`config.mk`:
```
export PLATFORM = sky130hd
export DESIGN_NAME = wb_sram_arb2
export DESIGN_NICKNAME = d
export VERILOG_FILES = /design/src/rtl/wb_sram_arb2.sv
export SDC_FILE = /design/constraint.sdc
export NUM_CORES = 1
export LEC_CHECK = 0
export ABC_CLOCK_PERIOD_IN_PS = 5100
export CAP_MARGIN = 20
export CORE_AREA = 2 2 102 104
export DETAILED_ROUTE_END_ITERATION = 10
export DIE_AREA = 0 0 104 106
export PLACE_DENSITY_LB_ADDON = 0.25
export SLEW_MARGIN = 5
export SYNTH_ARGS = -nofsm -noshare
export SYNTH_HDL_FRONTEND = slang
export SYNTH_SLANG_ARGS = --single-unit
```
`constraint.sdc`:
```
create_clock -name i_clk -period 5.1 [get_ports i_clk]
set_input_delay 1.02 -clock i_clk [delete_from_list [all_inputs] [get_ports i_clk]]
set_output_delay 1.02 -clock i_clk [all_outputs]
set_load 0.01 [all_outputs]
```
`src/rtl/wb_sram_arb2.sv`:
```
// wb_sram_arb2: two-master to one-slave Wishbone arbiter for the shared SRAM.
// m0 is the instruction-fetch port, m1 the data load/store port. Grants are
// round-robin, held for one whole transaction, and separated by at least one
// IDLE cycle so the slave's own IDLE/ACK sequencing stays aligned.
//
// Handshake: a master requests by holding stb high with adr/sel/we/dat stable.
// The slave answers with a single-cycle ack (read data valid in that cycle).
// A transfer completes in the cycle where the granted master's ack is high;
// err instead of ack means the slave never answered within TMO_CYC cycles.
// Dropping stb while granted abandons the transfer and any late slave ack
// lands in IDLE, where it is ignored.
module wb_sram_arb2 #(
    parameter int ASIZE   = 14,
    parameter int DSIZE   = 32,
    parameter int TMO_CYC = 15
) (
    input  logic                 i_clk,
    input  logic                 i_rst_n,
    // master 0 (instruction fetch)
    input  logic [ASIZE-1:0]     i_m0_adr,
    input  logic                 i_m0_stb,
    input  logic [DSIZE/8-1:0]   i_m0_sel,
    input  logic                 i_m0_we,
    input  logic [DSIZE-1:0]     i_m0_dat,
    output logic                 o_m0_ack,
    output logic                 o_m0_err,
    output logic [DSIZE-1:0]     o_m0_dat,
    // master 1 (data load/store)
    input  logic [ASIZE-1:0]     i_m1_adr,
    input  logic                 i_m1_stb,
    input  logic [DSIZE/8-1:0]   i_m1_sel,
    input  logic                 i_m1_we,
    input  logic [DSIZE-1:0]     i_m1_dat,
    output logic                 o_m1_ack,
    output logic                 o_m1_err,
    output logic [DSIZE-1:0]     o_m1_dat,
    // slave (SRAM)
    output logic [ASIZE-1:0]     o_s_adr,
    output logic                 o_s_stb,
    output logic [DSIZE/8-1:0]   o_s_sel,
    output logic                 o_s_we,
    output logic [DSIZE-1:0]     o_s_dat,
    input  logic                 i_s_ack,
    input  logic [DSIZE-1:0]     i_s_dat,
    // status
    output logic [1:0]           o_gnt,
    output logic [1:0]           o_state
);

    typedef enum logic [1:0] {
        S_IDLE = 2'd0,
        S_GNT0 = 2'd1,
        S_GNT1 = 2'd2
    } state_t;

    // Counter value in the cycle that times out (entry cycle counts as 0).
    localparam logic [7:0] TMO_LAST = 8'(TMO_CYC - 1);

    state_t     state;
    logic       last_m1;   // 1 when m1 held the most recent grant
    logic [7:0] tmo_cnt;
    logic       tmo_hit;
    logic       cur_stb;

    // Timeout fires only without an ack in the same cycle: ack wins a tie.
    always_comb begin
        tmo_hit = (state != S_IDLE) && (tmo_cnt == TMO_LAST) && !i_s_ack;
        cur_stb = 1'b0;
        if (state == S_GNT0) cur_stb = i_m0_stb;
        if (state == S_GNT1) cur_stb = i_m1_stb;
    end

    // Arbitration FSM with last-grant memory and the per-transaction watchdog.
    always_ff @(posedge i_clk or negedge i_rst_n) begin
        if (!i_rst_n) begin
            state   <= S_IDLE;
            last_m1 <= 1'b1;
            tmo_cnt <= 8'd0;
        end else begin
            case (state)
                S_IDLE: begin
                    tmo_cnt <= 8'd0;
                    if (i_m0_stb && i_m1_stb) begin
                        if (last_m1) begin
                            state   <= S_GNT0;
                            last_m1 <= 1'b0;
                        end else begin
                            state   <= S_GNT1;
                            last_m1 <= 1'b1;
                        end
                    end else if (i_m0_stb) begin
                        state   <= S_GNT0;
                        last_m1 <= 1'b0;
                    end else if (i_m1_stb) begin
                        state   <= S_GNT1;
                        last_m1 <= 1'b1;
                    end
                end
                S_GNT0, S_GNT1: begin
                    if (i_s_ack || !cur_stb || tmo_hit) begin
                        state   <= S_IDLE;
                        tmo_cnt <= 8'd0;
                    end else begin
                        tmo_cnt <= tmo_cnt + 8'd1;
                    end
                end
                default: begin
                    state   <= S_IDLE;
                    tmo_cnt <= 8'd0;
                end
            endcase
        end
    end

    // Slave-side mux and master-side ack/err routing, decoded from state.
    always_comb begin
        o_s_adr  = '0;
        o_s_stb  = 1'b0;
        o_s_sel  = '0;
        o_s_we   = 1'b0;
        o_s_dat  = '0;
        o_m0_ack = 1'b0;
        o_m0_err = 1'b0;
        o_m1_ack = 1'b0;
        o_m1_err = 1'b0;
        case (state)
            S_GNT0: begin
                o_s_adr  = i_m0_adr;
                o_s_stb  = i_m0_stb;
                o_s_sel  = i_m0_sel;
                o_s_we   = i_m0_we;
                o_s_dat  = i_m0_dat;
                o_m0_ack = i_s_ack;
                o_m0_err = tmo_hit;
            end
            S_GNT1: begin
                o_s_adr  = i_m1_adr;
                o_s_stb  = i_m1_stb;
                o_s_sel  = i_m1_sel;
                o_s_we   = i_m1_we;
                o_s_dat  = i_m1_dat;
                o_m1_ack = i_s_ack;
                o_m1_err = tmo_hit;
            end
            default: ;
        endcase
    end

    // Read data is broadcast; each master qualifies it with its own ack.
    assign o_m0_dat = i_s_dat;
    assign o_m1_dat = i_s_dat;
    assign o_gnt    = {state == S_GNT1, state == S_GNT0};
    assign o_state  = state;

endmodule

```
; After elaboration in Yosys (flattened, before gate mapping)
; Cells that the tools add are included.
[word_totals]
in_bits = 139
out_inout_bits = 124
wordCells = 45
reg_bits = 11
[op_classes]
add_sub_neg = 1
n_eq_ne = 5
n_mux = 23
reduce_logical = 13
[op_table]
columns = op, count
row1 = case mux 32 bit (2 select lines), 1
row2 = case mux 14 bit (2 select lines), 1
row3 = 2-to-1 mux 8 bit, 2
row4 = 2-to-1 mux 1 bit, 10
row5 = 2-to-1 mux 2 bit, 5
row6 = "adder 8 x 1 -> 8 bit, second input constant", 1
row7 = "equality test 8 x 4 -> 1 bit, second input constant", 1
row8 = case mux 4 bit (2 select lines), 1
row9 = "!= test 4 bit, second input constant", 1
row10 = case mux 1 bit (2 select lines), 2
row11 = case mux 2 bit (2 select lines), 1
row12 = AND reduction 2 bit, 2
row13 = logical AND 1 bit, 3
row14 = nonzero test 3 bit, 1
row15 = "equality test 2 x 1 -> 1 bit, second input constant", 1
row16 = "equality test 2 bit, second input constant", 1
row17 = zero test 1 bit, 2
row18 = zero test 2 bit, 1
row19 = logical OR 1 bit, 2
row20 = "!= test 2 bit, second input constant", 1
row21 = nonzero test 2 bit, 1
row22 = OR reduction 2 bit, 1

; Longest topological paths before layout
; Gate-level depths: netlist of run 1.
[logic_depth]
word_depth = 8
ltp_mapped = 8
mapped_depth_nobuf = 6

; Worst setup path before layout of run 1
; No wires, ideal clock.
[synth_timing]
path_type = input-to-output
startpoint = input port i_s_ack
endpoint = output port o_m0_err
slack_ns = 2.564
stages = 2
arrival_ns = 1.516
cell_sequence = nor4_2 -> and2_1
[synth_between]
elab_chain_cells = 3
[synth_rtl]
columns = item, line
row1 = start: declaration, 43  ; input logic i_s_ack,
row2 = zero test 1 bit, 67  ; tmo_hit = (state != S_IDLE) && (tmo_cnt == TMO_LAST) && !i_s_ack;
row3 = logical AND 1 bit, 67
row4 = 2-to-1 mux 1 bit, 126  ; case (state)
row5 = end: declaration, 26  ; output logic o_m0_err,
; No other way between the ends.

; Final worst setup path of run 1
[layout_timing]
startpoint = register state[0], in the netlist o_state[0]
endpoint = output port o_s_sel[2]
[layout_between]
elab_chain_cells = 2
[layout_rtl]
columns = item, line
row1 = start: declaration, 59  ; state_t state;
row2 = start signal: assignment, 76  ; state <= S_IDLE;
row3 = start signal: assignment, 85  ; state <= S_GNT0;
row4 = start signal: assignment, 88  ; state <= S_GNT1;
row5 = equality test 2 bit / equality test 2 x 1 -> 1 bit (equally long branches), 126
row6 = case mux 4 bit (2 select lines) (*), 126
row7 = end: declaration, 40  ; output logic [DSIZE/8-1:0] o_s_sel,
; Every way passes the cells marked *; elsewhere a longest branch is shown, timed or not.

==> key figures, run 1 <==
GRT
  – GR Layer Usage met2: 0.2270
  – Global-route wire length before repair: 11.90 mm
  – Highest-utilization routing layer at the global route stage: met2
  – GRT met3 Usage: 0.06070
  – Met1 Resource Use GR: 0.1618
  – Overflow left after global routing: 0
  – Pin count of the biggest net entering global routing: 41
  – Number of antenna violations at the first check in global routing: 0
  – Number of global-route vias before repair: 2079
  – GRT Overall Usage: 0.1358

Timing
  – Clock Skew: 0.002910 ns
  – Clock period minus worst slack: 3.683 ns
  – Crit share post-route: 0.7221
  – Hold Worst Slack: 0.5072 ns
  – RSZ-0062 raised after global routing: no
  – Number of endpoints failing setup at the final stage: 0
  – Post-Route Setup TNS: 0 ns
  – Relative slew slack: 0.4936
  – Hold Fails Final Rpt: 0
  – Peak clock frequency supported by timing: 271.5 MHz
  – Worst setup slack after layout: 1.417 ns
  – Transition at the pin with the smallest max-transition slack: 0.7596 ns
  – Final max-slew violation count: 0

Floorplanning
  – Site row count: 37
  – Die span in x: 104 um
  – DIE HEIGHT: 106 um
  – Core Area: 10000 sq um
  – Top-level port count: 263
  – Floorplan die area: 11020 sq um
  – Initial Utilization: 0.1761

Setup path
  – Critical-path top delay cell: sky130_fd_sc_hd__ha_2
  – Family with the most delay on the worst path: buffers and inverters
  – Count of buffer and inverter cells on the critical path: 3
  – Largest driver fanout on the critical path: 40
  – Data arrival at the endpoint of the critical path: 2.66 ns
  – Endpoint kind of the worst setup timing path: output pin
  – Start-to-end type of the worst setup path: register to output pin
  – CP Data Required Time: 4.08 ns
  – Worst setup SP type: register
  – Ordered cell list for the critical path: inv_1, ha_2, buf_4, a22oi_1, nor2_1, clkdlybuf4s50_1
  – Delay contributed by the slowest stage of the critical path: 0.68 ns

Logic synthesis
  – Share of cell area taken by muxes after synthesis: 0
  – Top cell type's share of synthesized area: 0.2729
  – Number of distinct library cells after synthesis: 27
  – Simple-gate share of the synthesized area: 0.1997
  – Mean instance size in the synthesized netlist: 7.042 sq um
  – Synthesized-area fraction occupied by ao, oa, aoi and oai cells: 0.2466
  – Number of instances in the synthesized netlist: 250
  – Post-synthesis cell type with the largest combined area: sky130_fd_sc_hd__buf_4
  – XOR/XNOR Fraction of Synth Area: 0.02985
  – Main combinational cell family by area after synthesis: buffers and inverters
  – Proportion of synthesized chip area in sequential cells: 0.1571
  – Total of warnings raised by yosys: 0
  – Post-synthesis sequential element count: 11
  – Synthesized area: 1760 sq um
  – Ranking of synthesized cells by area: sky130_fd_sc_hd__buf_4 (27%), sky130_fd_sc_hd__a22oi_1 (22%), sky130_fd_sc_hd__dfrtp_1 (14%)
  – Nets in the synthesized netlist: 394
  – Adder and majority gate portion of the synthesized area: 0.03554

Clocking
  – Clock buffers created by TritonCTS: 3
  – Latest clock arrival within the worst-skew pair: 0.24 ns
  – Count of buffers added by post-CTS timing repair for setup: 0
  – CTS max path bufs: 2
  – Number of hold buffers added after CTS: 0
  – Number of H-tree levels: 1
  – Clock tree from TritonCTS: built
  – CTS clk-pin slew, worst paths: 0.05 ns
  – CTS sink count: 11
  – Clk root buf: sky130_fd_sc_hd__clkbuf_8
  – Count of instances resized after the clock tree is built: 0

Routing
  – Number of DRC violations after detailed routing: 0
  – First-pass DRT Iterations: 4
  – Routed len/inst: 16.65 um
  – Vias after detailed routing: 2049
  – Number of nets with antenna violations after detailed routing: 0
  – Wirelength, routed: 7.959 mm
  – Detail-routed via count per cell: 4.287
  – Detailed router's first-iteration violation count: 89

Placed design
  – Total half-perimeter wirelength after legalization and detailed placement: 6.468 mm
  – Number of buffers added on ports: 166
  – Worst setup slack after placement: 1.424 ns
  – Post-Place Cell Area: 3063 sq um
  – Final weighted congestion of routability-driven global placement: 0.7976

Layout
  – Fraction of final layout cells sized beyond drive strength 1: 0.03509
  – Most used cells in the layout excluding fill and tap cells: sky130_fd_sc_hd__clkdlybuf4s50_1 (166), sky130_fd_sc_hd__nor2_1 (60), sky130_fd_sc_hd__a22oi_1 (51), sky130_fd_sc_hd__dfrtp_1 (10), sky130_fd_sc_hd__nand2_1 (6)
  – Design area: 3108 sq um
  – Most common library cell in the layout ignoring fill and taps: sky130_fd_sc_hd__clkdlybuf4s50_1
  – Number of nets at the end of the flow: 487
  – Filler Cell Count: 1080
  – Antenna Cells: 0
  – P&R area growth vs syn: 76.55%

Power and ir drop
  – Net switching power: 0.0006013 W
  – Power, Total: 0.001262 W
  – Sequential fraction of design power: 0.093
  – Sw frac: 0.4766
  – Clk pwr share: 0.070
  – Power Dens Cells: 405.9 nW/um^2
  – Internal power of the cells: 0.0006603 W
  – IR Drop Worst-Case VDD: 0.2012 mV
  – LEAKAGE: 1.109 nW
  – Logic gate share of total power: 0.836

Hold path
  – Class of the tightest hold or removal check: register to register

Flow run
  – Maximum capacitance violations: 0

Status
  – Status: finished clean
worst paths after layout:
| kind | from | endpoint | slack, ns | cells after the start |
|---|---|---|---|---|
| worst min register to register | last_m1 | last_m1 | 0.51 | 2 |
| worst min-delay path | last_m1 | last_m1 | 0.51 | 2 |
| min in group asynchronous | i_rst_n | tmo_cnt[1] | 1.13 | 1 |
| worst max-delay path | o_state[0] | o_s_sel[2] | 1.42 | 6 |
| worst max register to register | o_state[0] | o_state[1] | 2.45 | 7 |
| max in group asynchronous | i_rst_n | last_m1 | 3.61 | 1 |
stage by stage:
step	utilization	instances
floorplan	-	250
global placement	0.3063	474
detailed placement	0.3063	474
CTS	0.3108	478
global route	0.3108	478
finish	0.3108	478
layout make-up:
type / count / area, sq um / area share
clock buffers: 4 / 45.04 / 0.01449
inverters: 5 / 18.77 / 0.006039
multi-input cells: 152 / 905.9 / 0.2915
flip-flops and latches: 11 / 276.5 / 0.08897
well taps: 136 / 170.2 / 0.05475
repair buffers: 170 / 1692 / 0.5443
power groups by stage:
| stage | clock [W] | combinational, W | sequential, W |
|---|---|---|---|
| after detailed placement | 0 | 0.00107 | 0.000120 |
| after global routing | 0.0000951 | 0.00115 | 0.000120 |
| final | 0.0000887 | 0.00106 | 0.000118 |
| after CTS | 0.0000911 | 0.00108 | 0.000118 |
| after floorplan | 0 | 0.000587 | 0.000120 |
| after global placement | 0 | 0.00107 | 0.000118 |
Yosys cell counts:
cell type,instances
sky130_fd_sc_hd__nor4_2,1
sky130_fd_sc_hd__nand3_1,5
sky130_fd_sc_hd__nand2_1,6
sky130_fd_sc_hd__xor2_1,5
sky130_fd_sc_hd__o21ai_0,2
sky130_fd_sc_hd__buf_6,2
sky130_fd_sc_hd__dfstp_2,1
sky130_fd_sc_hd__nand4b_1,1
sky130_fd_sc_hd__or3_1,1
sky130_fd_sc_hd__and3_1,2
sky130_fd_sc_hd__a22o_1,2
sky130_fd_sc_hd__dfrtp_1,10
sky130_fd_sc_hd__and2_1,4
sky130_fd_sc_hd__xnor2_1,1
sky130_fd_sc_hd__inv_2,1
sky130_fd_sc_hd__buf_4,64
sky130_fd_sc_hd__ha_1,5
sky130_fd_sc_hd__nor2_1,60
sky130_fd_sc_hd__or2_1,1
sky130_fd_sc_hd__a22oi_1,51
sky130_fd_sc_hd__buf_2,1
sky130_fd_sc_hd__nand3b_1,1
sky130_fd_sc_hd__buf_1,4
sky130_fd_sc_hd__a21oi_1,3
sky130_fd_sc_hd__clkbuf_1,11
sky130_fd_sc_hd__inv_1,4
sky130_fd_sc_hd__a211o_1,1
kinds of logic after synthesis:
family / count (synthesis)
AND/OR/NAND/NOR: 82
XOR/XNOR: 6
buffers and inverters: 87
AO/OA/AOI/OAI: 59
adder cells (fa/ha/maj): 5
flip-flops: 11
per-layer routing:
| metal | up-vias | share of wire |
|---|---|---|
| met5 | - | 0 |
| met4 | 0 | 0.0085 |
| met3 | 9 | 0.11 |
| met2 | 135 | 0.47 |
| met1 | 930 | 0.41 |
| li1 | 975 | - |
state kept, by name, indices dropped and copies added (netlist names):
signal / flops
tmo_cnt: 8
o_state: 2
last_m1: 1
worst min-delay path, delay by kind of cell (launching register included):
kind	cells	cell delay [ns]
DFF	1	0.37
and+or+nand+nor	1	0.05
AOI/OAI and AO/OA	1	0.08
(Power assumes the default switching activity.)
==> inputs of run 2 (changes only) <==
--- a/config.mk
+++ b/config.mk
@@ -5,11 +5,11 @@
 export SDC_FILE = /design/constraint.sdc
 export NUM_CORES = 1
 export LEC_CHECK = 0
-export ABC_CLOCK_PERIOD_IN_PS = 5100
+export ABC_CLOCK_PERIOD_IN_PS = 3670
 export CAP_MARGIN = 20
-export CORE_AREA = 2 2 102 104
+export CORE_AREA = 2 2 103 105
 export DETAILED_ROUTE_END_ITERATION = 10
-export DIE_AREA = 0 0 104 106
+export DIE_AREA = 0 0 105 107
 export PLACE_DENSITY_LB_ADDON = 0.25
 export SLEW_MARGIN = 5
 export SYNTH_ARGS = -nofsm -noshare
==> constraint.sdc (replaced) <==
create_clock -name i_clk -period 3.67 [get_ports i_clk]
set_input_delay 0.734 -clock i_clk [delete_from_list [all_inputs] [get_ports i_clk]]
set_output_delay 0.734 -clock i_clk [all_outputs]
set_load 0.01 [all_outputs]
==> key figures, run 2 (synthesized netlist as in run 1, its figures left out) <==
Status
  – Status: finished clean

Setup path
  – Largest driver fanout on the critical path: 34
  – Start-to-end type of the worst setup path: register to output pin
  – CP Data Required Time: 2.94 ns
  – Data arrival at the endpoint of the critical path: 2.48 ns
  – Worst setup SP type: register
  – Endpoint kind of the worst setup timing path: output pin

Floorplanning
  – Top-level port count: 263
  – Site row count: 37
  – Core Area: 10090 sq um
  – Die span in x: 105 um
  – Initial Utilization: 0.1744
  – DIE HEIGHT: 107 um
  – Floorplan die area: 11240 sq um

Power and ir drop
  – LEAKAGE: 1.106 nW
  – Power Dens Cells: 559.3 nW/um^2
  – Power, Total: 0.001744 W
  – IR Drop Worst-Case VDD: 0.3817 mV

Clocking
  – Number of H-tree levels: 1
  – Latest clock arrival within the worst-skew pair: 0.23 ns
  – Clock tree from TritonCTS: built
  – Clk root buf: sky130_fd_sc_hd__clkbuf_8
  – Clock buffers created by TritonCTS: 3
  – Count of buffers added by post-CTS timing repair for setup: 0
  – CTS clk-pin slew, worst paths: 0.05 ns
  – CTS sink count: 11
  – Number of hold buffers added after CTS: 0
  – CTS max path bufs: 2
  – Count of instances resized after the clock tree is built: 0

Timing
  – Hold Fails Final Rpt: 0
  – Peak clock frequency supported by timing: 311.0 MHz
  – Clock period minus worst slack: 3.216 ns
  – Crit share post-route: 0.8763
  – RSZ-0062 raised after global routing: no
  – Post-Route Setup TNS: 0 ns
  – Transition at the pin with the smallest max-transition slack: 0.8897 ns
  – Clock Skew: 0.003823 ns
  – Number of endpoints failing setup at the final stage: 0
  – Relative slew slack: 0.4069
  – Worst setup slack after layout: 0.4540 ns
  – Final max-slew violation count: 0

Placed design
  – Worst setup slack after placement: 0.6395 ns
  – Post-Place Cell Area: 3073 sq um
  – Total half-perimeter wirelength after legalization and detailed placement: 5.927 mm
  – Number of buffers added on ports: 166
  – Final weighted congestion of routability-driven global placement: 0.7515

Routing
  – Number of DRC violations after detailed routing: 0
  – M1 wire length: 2.907 mm
  – First-pass DRT Iterations: 4
  – Metal2 WL: 3.743 mm
  – Number of nets with antenna violations after detailed routing: 0
  – Detail-routed via count per cell: 4.258
  – Vias after detailed routing: 2027
  – Uppermost metal layer occupied by signal nets: met4
  – Routed len/inst: 15.46 um
  – Wirelength, routed: 7.360 mm
  – Detailed router's first-iteration violation count: 94
  – Met3 WL: 688 um

Layout
  – Largest register by flop count: tmo_cnt
  – Fraction of final layout cells sized beyond drive strength 1: 0.02941
  – Number of nets at the end of the flow: 485
  – Design area: 3118 sq um
  – P&R area growth vs syn: 77.11%
  – Largest register FFs: 8
  – Most common library cell in the layout ignoring fill and taps: sky130_fd_sc_hd__clkdlybuf4s50_1
  – Most used cells in the layout excluding fill and tap cells: sky130_fd_sc_hd__clkdlybuf4s50_1 (166), sky130_fd_sc_hd__nor2_1 (60), sky130_fd_sc_hd__a22oi_1 (51), sky130_fd_sc_hd__dfrtp_1 (10), sky130_fd_sc_hd__nand2_1 (6)
  – Post-layout util: 0.3090
  – Antenna Cells: 0

GRT
  – Number of antenna violations at the first check in global routing: 0
  – GRT Overall Usage: 0.1199
  – Global-route wire length before repair: 11.11 mm
  – Pin count of the biggest net entering global routing: 54
  – Number of global-route vias before repair: 2089
  – Overflow left after global routing: 0

Flow run
  – Maximum capacitance violations: 0

Hold path
  – Class of the tightest hold or removal check: register to register
-- run 2: changes by cell type in the layout (fill, tap and decap cells not counted) --
cell,previous run,this run
sky130_fd_sc_hd__buf_12,0,2
sky130_fd_sc_hd__buf_4,4,0
-- run 2: layout make-up --
type | instances | area, sq um
Fill cell | 1127 | 6974
Timing Repair Buffer | 168 | 1702
Clock buffer | 4 | 45.04
Inverter | 5 | 18.77
Sequential cell | 11 | 276.5
Tap cell | 136 | 170.2
Multi-Input combinational cell | 152 | 905.9
-- run 2: worst max-delay path, cell delays in order (launching register included) --
cell and delay [ns]:
sky130_fd_sc_hd__dfrtp_1 0.41, sky130_fd_sc_hd__inv_1 0.10, sky130_fd_sc_hd__ha_2 0.67, sky130_fd_sc_hd__buf_12 0.24, sky130_fd_sc_hd__a22oi_1 0.10, sky130_fd_sc_hd__nor2_1 0.12, sky130_fd_sc_hd__clkdlybuf4s50_1 0.59
-- run 2: path summary, 6_finish.rpt --
kind	startpoint	cells after the start	endpoint	slack, ns
max	o_state[0]	6	o_s_dat[26]	0.45
min	last_m1	2	last_m1	0.50
max reg2reg	o_state[0]	6	o_state[1]	1.22
min reg2reg	last_m1	2	last_m1	0.50
max in group asynchronous	i_rst_n	1	last_m1	2.45
min in group asynchronous	i_rst_n	1	tmo_cnt[7]	0.86
-- run 2: routing by layer --
layer	vias to the layer above	global-route usage
met5	-	0
met4	0	0.01238
met3	6	0.03951
met2	124	0.2245
met1	924	0.1365
li1	973	-
-- run 2: power by group --
part	switching, W	total (W)	leakage [nW]	internal, W
clock network	0.0000430	0.000119	0.0228	0.0000761
logic	0.000756	0.00146	0.935	0.000705
registers	0.0000206	0.000164	0.148	0.000144
-- run 2: stage by stage --
stage / std cells / hold WS [ns]
finish: 476 / 0.5024
global route: 476 / 0.5624
floorplan: 250 / 0.4384
CTS: 476 / 0.5070
detailed placement: 472 / 0.4991
global placement: 472 / 0.4981
